### src/rtl/ar4_seq_ctrl.sv
// Sequencer for a radix-4 multiplier datapath.
// Four active-low buttons are synchronized and edge-detected into one-cycle
// commands. The FSM collects operand bytes, clears the product register, runs
// N/2 add-and-shift steps, then pages the product out 16 bits at a time.
//
// Handshake/strobe semantics: every command (cmd*) and every datapath strobe
// (ldA, ldX, initP, shEn, lastStep, dispEn) is a single-cycle pulse that the
// datapath acts on at the rising edge closing that cycle; there is no
// back-pressure. readyAR4 is a level that stays high for the whole DONE state.
module ar4_seq_ctrl #(
    parameter  int N  = 16,
    localparam int NB = N / 8,
    localparam int NS = N / 2,
    localparam int PW = $clog2(N / 8)
) (
    input  logic          clk,
    input  logic          rst,
    input  logic          startAR4,
    input  logic          getA,
    input  logic          getX,
    input  logic          putOut,
    output logic [NB-1:0] ldA,
    output logic [NB-1:0] ldX,
    output logic          initP,
    output logic          shEn,
    output logic          lastStep,
    output logic          readyAR4,
    output logic          dispEn,
    output logic [PW-1:0] outPage,
    output logic [2:0]    dbgState
);

    // Byte counters must reach NB itself, step counter only NS-1.
    localparam int CW = $clog2(NB + 1);
    localparam int SW = $clog2(NS);
    localparam logic [CW-1:0] nbCnt    = CW'(NB);
    localparam logic [SW-1:0] stepLast = SW'(NS - 1);

    typedef enum logic [2:0] {
        IDLE = 3'd0,
        LOAD = 3'd1,
        INIT = 3'd2,
        CALC = 3'd3,
        DONE = 3'd4
    } stateT;

    // ------------------------------------------------------------------
    // Button synchronizers and falling-edge detectors.
    // Bit order: 0 = startAR4, 1 = getA, 2 = getX, 3 = putOut.
    // ------------------------------------------------------------------
    logic [3:0] btnRaw;
    logic [3:0] syncA;
    logic [3:0] syncB;
    logic [3:0] prevB;
    logic [3:0] armed;
    logic [1:0] syncValid;
    logic [3:0] cmd;

    assign btnRaw = {putOut, getX, getA, startAR4};

    // Two-flop synchronizer plus previous-value flop. A button only becomes
    // armed once it has been seen released after reset (syncValid marks the
    // point where syncB holds real samples rather than reset values), so a
    // button held through reset cannot fire until released and pressed again.
    always_ff @(posedge clk) begin
        if (rst) begin
            syncA     <= '1;
            syncB     <= '1;
            prevB     <= '1;
            armed     <= '0;
            syncValid <= '0;
        end else begin
            syncA     <= btnRaw;
            syncB     <= syncA;
            prevB     <= syncB;
            syncValid <= {syncValid[0], 1'b1};
            armed     <= armed | (syncB & {4{syncValid[1]}});
        end
    end

    assign cmd = armed & prevB & ~syncB;

    logic cmdStart;
    logic cmdA;
    logic cmdX;
    logic cmdPut;

    assign cmdStart = cmd[0];
    assign cmdA     = cmd[1];
    assign cmdX     = cmd[2];
    assign cmdPut   = cmd[3];

    // ------------------------------------------------------------------
    // FSM state and counters
    // ------------------------------------------------------------------
    stateT           state;
    stateT           stateNext;
    logic [CW-1:0]   cntA;
    logic [CW-1:0]   cntANext;
    logic [CW-1:0]   cntX;
    logic [CW-1:0]   cntXNext;
    logic [SW-1:0]   stepCnt;
    logic [SW-1:0]   stepCntNext;
    logic [PW-1:0]   pageReg;
    logic [PW-1:0]   pageNext;

    // State register together with the counters the FSM owns.
    always_ff @(posedge clk) begin
        if (rst) begin
            state   <= IDLE;
            cntA    <= '0;
            cntX    <= '0;
            stepCnt <= '0;
            pageReg <= '0;
        end else begin
            state   <= stateNext;
            cntA    <= cntANext;
            cntX    <= cntXNext;
            stepCnt <= stepCntNext;
            pageReg <= pageNext;
        end
    end

    // Next-state and next-counter logic.
    always_comb begin
        stateNext   = state;
        cntANext    = cntA;
        cntXNext    = cntX;
        stepCntNext = stepCnt;
        pageNext    = pageReg;
        case (state)
            IDLE: begin
                if (cmdStart) begin
                    stateNext = LOAD;
                    cntANext  = '0;
                    cntXNext  = '0;
                end
            end
            LOAD: begin
                if (cmdStart) begin
                    // Restart collection; byte commands in this cycle are dropped.
                    cntANext = '0;
                    cntXNext = '0;
                end else begin
                    if (cmdA && (cntA < nbCnt)) begin
                        cntANext = cntA + CW'(1);
                    end
                    if (cmdX && (cntX < nbCnt)) begin
                        cntXNext = cntX + CW'(1);
                    end
                    if ((cntANext == nbCnt) && (cntXNext == nbCnt)) begin
                        stateNext = INIT;
                    end
                end
            end
            INIT: begin
                stateNext   = CALC;
                stepCntNext = '0;
            end
            CALC: begin
                stepCntNext = stepCnt + SW'(1);
                if (stepCnt == stepLast) begin
                    stateNext   = DONE;
                    stepCntNext = '0;
                    pageNext    = '0;
                end
            end
            DONE: begin
                if (cmdStart) begin
                    stateNext = LOAD;
                    cntANext  = '0;
                    cntXNext  = '0;
                end else if (cmdPut) begin
                    pageNext = pageReg + PW'(1);
                end
            end
            default: begin
                stateNext = IDLE;
            end
        endcase
    end

    // Datapath strobes decoded from the current state and this cycle's commands.
    always_comb begin
        ldA      = '0;
        ldX      = '0;
        initP    = 1'b0;
        shEn     = 1'b0;
        lastStep = 1'b0;
        readyAR4 = 1'b0;
        dispEn   = 1'b0;
        case (state)
            LOAD: begin
                if (!cmdStart) begin
                    if (cmdA && (cntA < nbCnt)) begin
                        ldA = NB'(1) << cntA;
                    end
                    if (cmdX && (cntX < nbCnt)) begin
                        ldX = NB'(1) << cntX;
                    end
                end
            end
            INIT: begin
                initP = 1'b1;
            end
            CALC: begin
                shEn     = 1'b1;
                lastStep = (stepCnt == stepLast);
            end
            DONE: begin
                readyAR4 = 1'b1;
                dispEn   = cmdPut & ~cmdStart;
            end
            default: begin
            end
        endcase
    end

    assign outPage  = pageReg;
    assign dbgState = state;

endmodule
### config.mk
export PLATFORM = sky130hd
export DESIGN_NAME = ar4_seq_ctrl
export DESIGN_NICKNAME = d
export VERILOG_FILES = /design/src/rtl/ar4_seq_ctrl.sv
export SDC_FILE = /design/constraint.sdc
export NUM_CORES = 1
export LEC_CHECK = 0
export CAP_MARGIN = 20
export CORE_MARGIN = 10
export CORE_UTILIZATION = 47
export DETAILED_ROUTE_END_ITERATION = 6
export GPL_TIMING_DRIVEN = 0
export PLACE_DENSITY = 0.77
export RECOVER_POWER = 50
export SETUP_SLACK_MARGIN = 0.4
export SLEW_MARGIN = 30
export SYNTH_ARGS = -nofsm -noshare
export SYNTH_HDL_FRONTEND = slang
export SYNTH_SLANG_ARGS = --single-unit
### constraint.sdc
create_clock -name clk -period 1.45 [get_ports clk]
set_input_delay 0.29 -clock clk [delete_from_list [all_inputs] [get_ports clk]]
set_output_delay 0.29 -clock clk [all_outputs]
set_load 0.02 [all_outputs]
* After elaboration in Yosys (flattened, before gate mapping)
Cells that the tools add are included.
** Word-level totals
- Register bits after elaboration :: 29
- Input bits :: 6
- Word-level logic and storage cells :: 84
** Cells by class
- Add/sub/neg operators :: 4
- Order comparisons :: 2
- Eq/ne operators :: 13
- Shifts and indexed selects :: 2
- Mux-type cells :: 34
- Bitwise logic cells :: 7
- Reductions and logical operators :: 11
** Operators with widths (number)
- $mux W2 :: 15
- $mux W3 :: 5
- $and A4 B4 Y4 :: 3
- $pmux W3 S4 :: 1
- $ne A2 B2 Y1 const B :: 5
- $mux W1 :: 9
- $pmux W2 S2 :: 2
- $reduce_and A4 Y1 :: 2
- $eq A3 B2 Y1 const B :: 2
- $eq A3 B3 Y1 const B :: 2
- $pmux W3 S2 :: 1
- $reduce_bool A2 Y1 :: 3
- $add A2 B1 Y2 const B :: 2
- $eq A2 B2 Y1 const B :: 2
- $lt A2 B2 Y1 const B :: 2
- $not A4 Y4 :: 1
- $or A4 B4 Y4 :: 1
- $shl A1 B2 Y2 const A :: 2
- $add A3 B1 Y3 const B :: 1
- $eq A3 B1 Y1 const B :: 1
- $logic_and A1 B1 Y1 :: 3
- $logic_not A3 Y1 :: 1
- $ne A2 B1 Y1 const B :: 1
- $pmux W1 S2 :: 1
- 5 further kinds :: 5

* Logic depth before layout (Yosys ltp)
- Depth in word-level cells :: 11
- Mapped depth :: 6
- Mapped depth without buffers :: 6

* Worst setup path before layout
No wires, ideal clock.
- Path kind :: register to output
- Start :: register state[0] (netlist: dbgState[0])
- End :: output port ldX[0]
- Data arrival time :: 1.453 ns
- Slack :: -0.293 ns
- Stages on the path, launching flop included :: 5
- Buffers on the path :: 1
- Cells stage by stage :: dfxtp_1 > buf_4 > or3b_4 > nor3_4 > and2_1
** On the way
- Cells in the longest elaborated chain, start to end :: 2
** RTL lines
- start, declared :: RTL line 96 : stateT state;
- start signal, assigned :: RTL line 116 : state <= stateNext;
- $eq A3 B1 Y1 :: RTL line 192 : case (state)
- $mux W2 :: RTL line 192
- end, declared :: RTL line 23 : output logic [NB-1:0] ldX,
Every way passes these cells.

* Worst setup path after layout
- Start :: register state[1] (netlist: dbgState[1])
- End :: output port shEn
** On the way
- Cells in the longest elaborated chain, start to end :: 2
** RTL lines
- $eq A3 B2 Y1 :: RTL line 192
- $mux W1 :: RTL line 192
- end, declared :: RTL line 25 : output logic shEn,
Every way passes these cells.

==> run metrics <==
TritonCTS clock tree done; maximum level of the CTS H-tree 2; Layout Skew 0.0232 ns; DRT iter0 DRCs 63; minimum clock period 2.05 ns; register bit total from synthesis 29; Post-Place Setup Slack -0.688 ns; normalized max-slew margin 62.3%; cell count after placement 176; setup TNS -6.85 ns; number of clock buffers inserted by TritonCTS 5; pin slew with the least headroom to its limit 0.565 ns; mean routed wirelength per cell 19.3 um; Boundary Pins 19; largest net degree at the start of global routing 11; area share of the largest cell type after synthesis 46.9%; final std cells w/o fill 216; Synth cell types 39; count of antenna-violating nets left after detailed routing 0; # fillers 152; final instance area 2010 um2; endpoint class of the critical path output pin; Final Cycle Share 141%; number of flops mapped to enable cells by yosys 0; WP data arrival 1.76 ns; Sinks on Clock Net 29; class of the worst hold path register to register; synthesized netlist cell count 128; Seq/Total Area, Yosys 46.9%; Via-to-Cell Ratio 5.61; HPWL Detailed 1860 um; outcome finished, violations left; cell-by-cell listing of the critical path buf_6, buf_6, buf_6, buf_6, or2b_4, buf_6, nor2_4, buf_6; buffer levels on the longest clock path 2; total number of placement rows 18; Leakage Power 0.000823 uW; Top cell by count, worst path sky130_fd_sc_hd__buf_6; Final Max Tran Viols 0; Inserted Diodes 0; number of iterations in the first detailed-routing pass 5; highest fanout seen on the critical path 4; failing checks setup timing; VDD IR max 0.954 mV; setup slack of the critical path after layout -0.598 ns; gp weighted congestion 0.788; via count 1,211; Avg Inst Size Synth 9.67 um2; final setup vio count 20; die outline width 71.3 um; power density relative to cell area 699 nW/um2; area enclosed by the die boundary 5090 um2; reported max-cap violation count 0; clock latency reported for the late side of the worst-skew pair 0.35 ns; type of element launching the critical path register; highest cell delay on the worst timing path 0.37 ns; Worst Setup Path Type register to output pin; Crit path required time 1.16 ns; cts hold-fix bufs 0; die height 71.3 um; area taken by multi-input logic gates 762 um2; grt ovf 0; unrepaired setup endpoints after global routing yes; clock transition at the registers of the reported paths 0.12 ns; Synth Flop Type sky130_fd_sc_hd__dfxtp_1; Buffers on Ports 18; antenna violations before repair 0; DRC Markers 0; initial core utilization 49.5%; cell type with the largest total area after synthesis sky130_fd_sc_hd__dfxtp_1; fraction of synthesis flops using an asynchronous set or reset pin 0%; dominant cells by area after synthesis sky130_fd_sc_hd__dfxtp_1, sky130_fd_sc_hd__ha_1, sky130_fd_sc_hd__or2_2; slowest stage cell, crit path sky130_fd_sc_hd__dfxtp_4; Final Net Count 197; drt total wl 4160 um; instance area at placement 1520 um2; f_max 0.488 GHz; vias in the first global route 1,128; hold slack 0.415 ns; global-route total usage across every layer 12.8%; first-pass GRT wire length 5300 um; Syn Nets 140; Core Footprint 2500 um2; sequential cell area 601 um2; fraction of final layout cells sized beyond drive strength 1 59.7%; cell at the root of the clock tree sky130_fd_sc_hd__clkbuf_4; number of hold violations in the final report 0; synth warn 0; synthesis-to-layout area growth 62.1%; synthesized cell area 1240 um2
kinds of logic after synthesis:
family | after synthesis | synth area share [%]
flip-flops | 29 | 46.9
XOR/XNOR | 3 | 2.12
adder cells (fa/ha/maj) | 6 | 6.07
AO/OA/AOI/OAI | 22 | 12.1
buffers and inverters | 11 | 4.25
AND/OR/NAND/NOR | 57 | 28.5
metrics by stage:
| step | utilization (%) | total power [uW] |
|---|---|---|
| global route | 80.2 | 1440 |
| detailed placement | 60.6 | 914 |
| finish | 80.2 | 1400 |
| CTS | 71.9 | 1370 |
| floorplan | - | 885 |
| global placement | 60.6 | 912 |
final cells by class:
| type | count | share of cell area [%] |
|---|---|---|
| plain buffers | 4 | 1.50 |
| repair buffers | 50 | 24.5 |
| well taps | 30 | 1.87 |
| inverters | 7 | 1.43 |
| flip-flops and latches | 29 | 29.9 |
| multi-input cells | 88 | 38.0 |
| clock inverters | 3 | 0.873 |
| clock buffers | 5 | 1.87 |
metal layers:
| metal | track usage, % | up-vias | part of all wire (%) |
|---|---|---|---|
| met5 | 0 | - | 0 |
| met4 | 6.67 | 0 | 4.4 |
| met3 | 3.86 | 21 | 5.2 |
| met2 | 22.2 | 57 | 51 |
| met1 | 13.7 | 578 | 39 |
| li1 | - | 555 | - |
cells in the mapped netlist, types with 2 or more instances:
library cell / instances
sky130_fd_sc_hd__nand3_1: 2
sky130_fd_sc_hd__nor2_1: 12
sky130_fd_sc_hd__dfxtp_1: 29
sky130_fd_sc_hd__a211oi_1: 2
sky130_fd_sc_hd__nor2b_1: 3
sky130_fd_sc_hd__ha_1: 6
sky130_fd_sc_hd__and3_2: 2
sky130_fd_sc_hd__xnor2_1: 3
sky130_fd_sc_hd__clkbuf_1: 2
sky130_fd_sc_hd__or2_2: 11
sky130_fd_sc_hd__a21oi_1: 11
sky130_fd_sc_hd__inv_1: 7
sky130_fd_sc_hd__nand2_1: 10
sky130_fd_sc_hd__and2_1: 3
repair_timing:
item / 4_1_cts / 5_1_grt
gates cloned: 0 / 0
setup endpoints to repair: 36 / 28
setup buffers: 19 / 13
pin swaps: 9 / 10
resized for setup: 96 / 35
critical path: cells and delay by family, from the launching register on:
family | cells | cell delay [ns]
buffers and inverters | 6 | 0.62
AND/OR/NAND/NOR | 2 | 0.40
flip-flops | 1 | 0.37
layout by cell type, fill, tap and decap left out, types with 2 or more instances in the layout:
| cell | count |
|---|---|
| sky130_fd_sc_hd__dfxtp_4 | 4 |
| sky130_fd_sc_hd__buf_6 | 30 |
| sky130_fd_sc_hd__nor2b_4 | 3 |
| sky130_fd_sc_hd__dfxtp_2 | 4 |
| sky130_fd_sc_hd__dfxtp_1 | 21 |
| sky130_fd_sc_hd__nor2_4 | 3 |
| sky130_fd_sc_hd__inv_1 | 5 |
| sky130_fd_sc_hd__ha_4 | 2 |
| sky130_fd_sc_hd__a21oi_2 | 4 |
| sky130_fd_sc_hd__clkbuf_4 | 5 |
| sky130_fd_sc_hd__clkinv_2 | 2 |
| sky130_fd_sc_hd__and3_4 | 3 |
| sky130_fd_sc_hd__nor2_1 | 8 |
| sky130_fd_sc_hd__a21oi_1 | 7 |
| sky130_fd_sc_hd__clkdlybuf4s50_1 | 3 |
| sky130_fd_sc_hd__or2_2 | 11 |
| sky130_fd_sc_hd__buf_4 | 17 |
| sky130_fd_sc_hd__nand3_1 | 2 |
| sky130_fd_sc_hd__xnor2_1 | 3 |
| sky130_fd_sc_hd__nand2_2 | 2 |
| sky130_fd_sc_hd__ha_1 | 3 |
| sky130_fd_sc_hd__clkbuf_1 | 2 |
| sky130_fd_sc_hd__nand2_1 | 7 |
| sky130_fd_sc_hd__and2_4 | 3 |
final timing paths:
path | depth (start not counted) | from | end | slack, ns
min reg2reg | 1 | syncA[2] | syncB[2] | 0.42
min | 1 | syncA[2] | syncB[2] | 0.42
max reg2reg | 12 | dbgState[1] | outPage | -0.42
max | 8 | dbgState[1] | shEn | -0.60
state kept, by name, indices dropped and copies added (netlist names):
| register | cells |
|---|---|
| syncA | 4 |
| armed | 4 |
| syncValid | 2 |
| cntA | 2 |
| syncB | 4 |
| stepCnt | 3 |
| dbgState | 3 |
| prevB | 4 |
| cntX | 2 |
| outPage | 1 |
where the power goes:
group	total, uW	internal, uW	leakage [uW]	switching [uW]
Combinational	77.8	38.2	0.000550	39.6
Clock	495	182	0.0000310	313
Sequential	828	814	0.000242	14.3
Total	1400	1030	0.000823	367
Power figures use the tool's default switching activity.
